===== src/rtl/aes_arb_pkg.sv =====
// Shared types and constants for the AES core arbiter.
// Imported by the arbiter top and its round-robin picker.
package aes_arb_pkg;

   localparam int AES_W       = 128;
   localparam int DEF_TIMEOUT = 1024;

   typedef enum logic [2:0] {
      S_IDLE,
      S_LAUNCH,
      S_BUSY,
      S_DELIVER,
      S_CLEAR
   } state_e;

endpackage


===== src/rtl/rr_pick.sv =====
// Combinational round-robin picker: first set request bit
// at or after rr_ptr_i, wrapping modulo N.
module rr_pick
   import aes_arb_pkg::*;
#(
   parameter int N  = 2,
   parameter int IW = (N > 1) ? $clog2(N) : 1
) (
   input  logic [N-1:0]  req_i,
   input  logic [IW-1:0] rr_ptr_i,
   output logic          valid_o,
   output logic [IW-1:0] index_o
);

   int j;

   always_comb begin
      valid_o = 1'b0;
      index_o = '0;
      j       = 0;
      for (int i = 0; i < N; i++) begin
         j = int'(rr_ptr_i) + i;
         if (j >= N) j = j - N;
         if (!valid_o && req_i[j[IW-1:0]]) begin
            valid_o = 1'b1;
            index_o = j[IW-1:0];
         end
      end
   end

endmodule


===== src/rtl/aes_arbiter.sv =====
// Shares one AES core among N requesters: round-robin grant,
// one Run pulse, watchdog, done/ack delivery, core reset.
module aes_arbiter
   import aes_arb_pkg::*;
#(
   parameter int N       = 2,
   parameter int TIMEOUT = DEF_TIMEOUT,
   parameter int CW      = 11
) (
   input  logic               clk,
   input  logic               reset_n,
   input  logic [N-1:0]       req,
   input  logic [N*AES_W-1:0] msg_in,
   input  logic [N*AES_W-1:0] key_in,
   input  logic [N-1:0]       ack,
   output logic [N-1:0]       done,
   output logic [AES_W-1:0]   result,
   output logic               busy,
   output logic               timeout_err,
   output logic               core_reset,
   output logic               core_run,
   output logic [AES_W-1:0]   core_plaintext,
   output logic [AES_W-1:0]   core_key,
   input  logic [AES_W-1:0]   core_ciphertext,
   input  logic               core_ready
);

   localparam int IW = (N > 1) ? $clog2(N) : 1;

   state_e            state_q, state_d;
   logic [IW-1:0]     rr_q, rr_d;
   logic [IW-1:0]     g_q, g_d;
   logic [CW-1:0]     cnt_q, cnt_d;
   logic [AES_W-1:0]  res_q, res_d;
   logic [AES_W-1:0]  pt_q, pt_d;
   logic [AES_W-1:0]  key_q, key_d;

   logic              pick_valid;
   logic [IW-1:0]     pick_idx;

   rr_pick #(.N(N), .IW(IW)) u_pick (
      .req_i    (req),
      .rr_ptr_i (rr_q),
      .valid_o  (pick_valid),
      .index_o  (pick_idx)
   );

   always_ff @(posedge clk or negedge reset_n) begin
      if (!reset_n) begin
         state_q <= S_IDLE;
         rr_q    <= '0;
         g_q     <= '0;
         cnt_q   <= '0;
         res_q   <= '0;
         pt_q    <= '0;
         key_q   <= '0;
      end else begin
         state_q <= state_d;
         rr_q    <= rr_d;
         g_q     <= g_d;
         cnt_q   <= cnt_d;
         res_q   <= res_d;
         pt_q    <= pt_d;
         key_q   <= key_d;
      end
   end

   always_comb begin
      state_d     = state_q;
      rr_d        = rr_q;
      g_d         = g_q;
      cnt_d       = cnt_q;
      res_d       = res_q;
      pt_d        = pt_q;
      key_d       = key_q;
      timeout_err = 1'b0;
      unique case (state_q)
         S_IDLE: begin
            if (pick_valid) begin
               g_d     = pick_idx;
               pt_d    = msg_in[pick_idx*AES_W +: AES_W];
               key_d   = key_in[pick_idx*AES_W +: AES_W];
               state_d = S_LAUNCH;
            end
         end
         S_LAUNCH: begin
            cnt_d   = '0;
            state_d = S_BUSY;
         end
         S_BUSY: begin
            cnt_d = cnt_q + CW'(1);
            // A ready core beats the watchdog on the same cycle.
            if (core_ready) begin
               res_d   = core_ciphertext;
               state_d = S_DELIVER;
            end else if (cnt_q == CW'(TIMEOUT - 1)) begin
               timeout_err = 1'b1;
               state_d     = S_CLEAR;
            end
         end
         S_DELIVER: begin
            if (ack[g_q]) state_d = S_CLEAR;
         end
         S_CLEAR: begin
            if (g_q == IW'(N - 1)) rr_d = '0;
            else                   rr_d = g_q + IW'(1);
            state_d = S_IDLE;
         end
         default: state_d = S_IDLE;
      endcase
   end

   always_comb begin
      done = '0;
      if (state_q == S_DELIVER) done[g_q] = 1'b1;
   end

   assign result         = res_q;
   assign busy           = (state_q != S_IDLE);
   assign core_run       = (state_q == S_LAUNCH);
   assign core_reset     = ~reset_n | (state_q == S_CLEAR);
   assign core_plaintext = pt_q;
   assign core_key       = key_q;

endmodule


===== config.mk =====
export PLATFORM = sky130hd
export DESIGN_NAME = aes_arbiter
export DESIGN_NICKNAME = d
export VERILOG_FILES = /design/src/rtl/aes_arb_pkg.sv /design/src/rtl/rr_pick.sv /design/src/rtl/aes_arbiter.sv
export SDC_FILE = /design/constraint.sdc
export NUM_CORES = 1
export LEC_CHECK = 0
export BUFFER_PORTS_ARGS = -buffer_cell sky130_fd_sc_hd__buf_2
export CAP_MARGIN = 20
export CELL_PAD_IN_SITES_DETAIL_PLACEMENT = 0
export CELL_PAD_IN_SITES_GLOBAL_PLACEMENT = 2
export CORE_AREA = 2 2 400 402
export CTS_BUF_LIST = sky130_fd_sc_hd__clkbuf_8
export CTS_CLUSTER_DIAMETER = 40
export DETAILED_ROUTE_END_ITERATION = 6
export DIE_AREA = 0 0 402 404
export PLACE_DENSITY_LB_ADDON = 0.1
export REMOVE_ABC_BUFFERS = 1
export SLEW_MARGIN = 20
export SYNTH_ARGS = -nofsm -noshare
export SYNTH_HDL_FRONTEND = slang
export SYNTH_SLANG_ARGS = --single-unit

===== constraint.sdc =====
create_clock -name clk -period 1.95 [get_ports clk]
set_input_delay 0.0975 -clock clk [delete_from_list [all_inputs] [get_ports clk]]
set_output_delay 0.0975 -clock clk [all_outputs]
set_load 0.1 [all_outputs]

After elaboration in Yosys (flattened, before gate mapping)
Index checks and enable logic that the tools add are counted.
Word-level totals
  bits in registers: 400
  word-level logic and storage cells: 64
  output and inout bits: 390
  input bits: 647
Cells by class
  $add $sub $neg: 5
  $lt $le $gt $ge: 6
  shift operators: 2
  mux-type cells: 25
  equal/unequal tests: 8
  reduce and logical (&&, ||, !) cells: 9
  bitwise logic cells: 2
Operators by type and width (number)
  $shiftx 256x9->128: 2
  $pmux 11 s2: 1
  $mux 1: 17
  $mux 3: 4
  $pmux 3 s4: 1
  $add 11x1->11 const B: 1
  $eq 11x10->1 const B: 1
  $eq 3x2->1 const B: 2
  $lt 1x2->1 const B: 3
  $ne 2x2->1 const B: 2
  $reduce_and 2->1: 2
  $eq 3x1->1 const B: 1
  $eq 3x3->1 const B: 1
  $logic_not 3->1: 1
  $ne 3x3->1 const B: 1
  $reduce_and 3->1: 1
  $reduce_bool 3->1: 1
  $add 1x1->2 const B: 1
  $ge 1x2->1 const B: 1
  $ge 2x2->1 const B: 1
  $logic_and 1x1->1: 2
  $mux 2: 1
  $reduce_bool 2->1: 1
  $sub 1x1->1 const B: 2
  other kinds (6): 6

Depth between registers and ports, before layout
  depth in word-level cells: 10
  depth in mapped cells: 8
  depth with buffers taken out: 4

Hierarchy
A second synthesis with hierarchy kept.
Unflattened totals
  cells, all modules: 1474
  area total of the unflattened synthesis: 17334.1 um^2
By module, submodules not included
  aes_arbiter: instances 1, cells each 1471, area an instance 17316.6 um^2
  rr_pick: instances 1, cells each 3, area an instance 17.5 um^2

Worst setup path before layout
No wires, ideal clock.
  path kind: register -> output
  start: reg state_q[0]
  end: out timeout_err
  arrival: 3327 ps
  path slack: -1474 ps
  required time: 1852 ps
  stages on the path, launching flop included: 5
  cell sequence: dfrtp_1 -> buf_4 -> or3b_1 -> buf_2 -> nor3b_1
Between the ends
  word-level cells in the longest chain between the ends: 2
Ends and longest elaborated chain
  start: declaration: line aes_arbiter.sv:30  | state_e state_q, state_d;
  start signal: assignment: line aes_arbiter.sv:58  | state_q <= state_d;
  $eq 3x2->1: line aes_arbiter.sv:77  | unique case (state_q)
  $mux 1: line aes_arbiter.sv:77
  end: declaration: line aes_arbiter.sv:19  | output logic timeout_err,
Every way passes these cells.

Worst setup path in the final report
  start: reg cnt_q[1]
  end: out timeout_err
Between the ends
  word-level cells in the longest chain between the ends: 4
Ends and longest elaborated chain
  start: declaration: line aes_arbiter.sv:33  | logic [CW-1:0] cnt_q, cnt_d;
  start signal: assignment: line aes_arbiter.sv:61  | cnt_q <= cnt_d;
  $eq 11x10->1: line aes_arbiter.sv:96  | end else if (cnt_q == CW'(TIMEOUT - 1)) begin
  $mux 1: line aes_arbiter.sv:96
  $mux 1: line aes_arbiter.sv:93  | if (core_ready) begin
  $mux 1: line aes_arbiter.sv:77
Every way passes these cells.

==> results.sh <==
export IMPL_final_nets=4477
export IMPL_hold_class="input port to async pin"
export IMPL_gp_congestion=0.827
export IMPL_layout_commonest_cell="buf_2"
export IMPL_drive_gt1_share_pct=43.6
export IMPL_insertion_delay_ps=840
export IMPL_min_period_over_period_pct=120
export IMPL_cap_violations=0
export IMPL_vias=25100
export IMPL_leakage_uw=0.0178
export IMPL_crit_type="flip-flop to primary output"
export IMPL_track_usage_pct=16.6
export IMPL_final_min_clock_period_ps=2340
export IMPL_grt_setup_unrepaired="true"
export IMPL_ys_seq_elements=400
export IMPL_power_uw=91700
export IMPL_critical_path_max_stage_delay_ps=360
export IMPL_synth_top_area_share_pct=50.9
export IMPL_r2r_setup_slack_ps=-180
export IMPL_drc=0
export IMPL_final_setup_worst_slack_ps=-387
export IMPL_cts_sinks=400
export IMPL_routed_wl_mm=150
export IMPL_ys_seq_area_share_pct=50.9
export IMPL_relSlewSlack_pct=38.0
export IMPL_cts_tree="yes"
export IMPL_cp_cell_sequence="ha_2 > nand4_1 > nor4_4 > nor3b_4 > buf_6 > buf_12"
export IMPL_synth_area_leaders="dfrtp_1 51%, o211ai_1 9.8%, a31oi_1 8.2%"
export IMPL_syn_inst=1878
export IMPL_r2r_end="core_plaintext[62]"
export IMPL_grt_first_pass_wirelength_mm=198
export IMPL_ir_drop_mv=1.38
export IMPL_wl_per_cell_um=24.9
export IMPL_cts_root_buffer="clkbuf_8"
export IMPL_setup_tns_ps=-20520
export IMPL_powerDensity_nw_per_um2=2160
export IMPL_hold_viol=0
export IMPL_use_met2_pct=29.3
export IMPL_antenna_found_initial=39
export IMPL_area_growth_pct=116
export IMPL_globalRoute_busiestLayer="met2"
export IMPL_drtIter0Drc=1343
export IMPL_io_buffers=1036
export IMPL_synth_edf_count=0
export IMPL_tightestPinTransition_ps=929
export IMPL_slowest_stage="dfrtp_1"
export IMPL_grt_max_degree=128
export IMPL_dr_pass1_iters=5
export IMPL_ant_nets=0
export IMPL_worstSetupEndpointType="primary output"
export IMPL_start_util_pct=12.4
export IMPL_path_buf_inv=2
export IMPL_violations="setup timing"
export IMPL_io_pins=1037
export IMPL_synthesis_area_um2=19600
export IMPL_critPathTopFamily="simple AND/OR/NAND/NOR gates"
export IMPL_cts_made_buffers=135
export IMPL_synth_main_ff_cell="dfrtp_1"
export IMPL_synth_top_cell_by_area="dfrtp_1"
export IMPL_grt_ovfl_total=0
export IMPL_crit_arrival_ps=2240
export IMPL_grt_pass1_vias=26800
export IMPL_status="finished with violations"
export IMPL_ys_warn_count=0
export IMPL_die_h_um=404
export IMPL_crit_start="cnt_q[1]"
export IMPL_crit_fanout=2
export IMPL_die_x_um=402
export IMPL_utilization_pct=26.8
export IMPL_r2r_cells=10
export IMPL_rows=146
export IMPL_place_ws_ps=-150
export IMPL_setup_violations=335
export IMPL_grtUsageMet1_pct=18.7
export IMPL_fmax_mhz=428
export IMPL_coreArea_um2=158000
export IMPL_synthArstFlopShare_pct=100
export IMPL_cts_clk_slew_worst_paths_ps=50
export IMPL_avgSynthCellArea_um2=10.5
export IMPL_synth_cell_types=43
export IMPL_htree_levels=4
export IMPL_most_common_layout_cells="1019 x buf_2, 806 x dlygate4sd3_1, 396 x dfrtp_1"
export IMPL_hpwl_mm=99.5
export IMPL_slew_violations=0
export IMPL_cts_path_max_buffers=3
export IMPL_crit_required_ps=1850
export IMPL_grt_util_met3_pct=5.33
export IMPL_rr_startpoint="state_q[0]"
export IMPL_viasPerCell=4.16
export IMPL_fp_dieArea_um2=162000
export IMPL_start_kind="flip-flop"
export IMPL_fin_worst_skew_ps=49.7
report_power, final:
part	total, uW	leakage [uW]	internal (uW)	switching [uW]
combinational	61900	0.0116	15800	46100
clock	14400	0.00163	8860	5560
sequential	15300	0.00458	12600	2740
total	91700	0.0178	37200	54400
routing by layer:
metal  up-vias  part of all wire [%]  routed length [um]
met1     12600                    39               58500
met4        22                   3.2                4840
met3       241                   7.0               10600
met2      1021                    51               76100
met5         -                 0.089                 134
li1      11200                     -                   -
worst max-delay path by stage:
stage / to / slack (ps) / cells after the start
detailed placement: timeout_err / -150 / 6
finish: timeout_err / -390 / 6
global route: timeout_err / -580 / 6
global placement: timeout_err / -230 / 6
floorplan: core_key[0] / -10800 / 3
CTS: timeout_err / -560 / 6
worst min-delay path: stages:
cell,delay [ps]
dlygate4sd3_1,620
buf_8,250
buf_4,210
flip-flops by register name (all words and copies together) (netlist names):
name and count:
core_key 128, cnt_q 11, g_q 1, rr_q 1
core_plaintext 128, state_q 3, result 128
area by class of cell:
| type | instances | area [um2] |
|---|---|---|
| fillers | 17100 | 115000 |
| clock buffers | 166 | 2280 |
| flip-flops and latches | 400 | 10000 |
| repair buffers | 2061 | 16900 |
| well taps | 2072 | 2590 |
| inverters | 7 | 48.8 |
| multi-input cells | 1224 | 9800 |
| clock inverters | 76 | 622 |
| diodes | 26 | 65.1 |
synthesized netlist by cell type, types with 6 or more instances:
| library cell | count |
|---|---|
| a21oi_1 | 260 |
| a31oi_1 | 256 |
| buf_12 | 11 |
| buf_2 | 38 |
| buf_6 | 6 |
| clkbuf_1 | 189 |
| dfrtp_1 | 400 |
| inv_1 | 6 |
| mux2_1 | 20 |
| mux2_2 | 10 |
| mux2_4 | 100 |
| mux2i_1 | 7 |
| nand2_1 | 9 |
| nand3_1 | 8 |
| o211ai_1 | 257 |
| o21ai_0 | 256 |
metrics by stage:
| stage | std cells | hold WS (ps) | area (um2) |
|---|---|---|---|
| floorplan | 1631 | -198 | 18400 |
| global placement | 4865 | 16.8 | 27900 |
| detailed placement | 4865 | 14.8 | 27900 |
| CTS | 5930 | 0.634 | 39200 |
| global route | 6027 | 18.4 | 42400 |
| finish | 6032 | 82.1 | 42400 |
logic make-up (layout without fill, tap and decap cells):
group	count (synthesis)	in the layout	share of synthesized area, %
AO/OA/AOI/OAI	1038	1038	31.5
adder cells (fa/ha/maj)	1	1	0.0637
buffers and inverters	254	2310	6.29
flip-flops	400	400	50.9
multiplexers	137	137	9.72
other	0	26	0
AND/OR/NAND/NOR	48	48	1.52
what timing repair did:
item	CTS	global route
setup endpoints to repair	16	225
endpoints found under the hold margin	787	0
resized for setup	50	244
gates cloned	0	49
setup buffers	17	28
pin swaps	8	8
hold buffers	806	0
(Power assumes the default switching activity.)
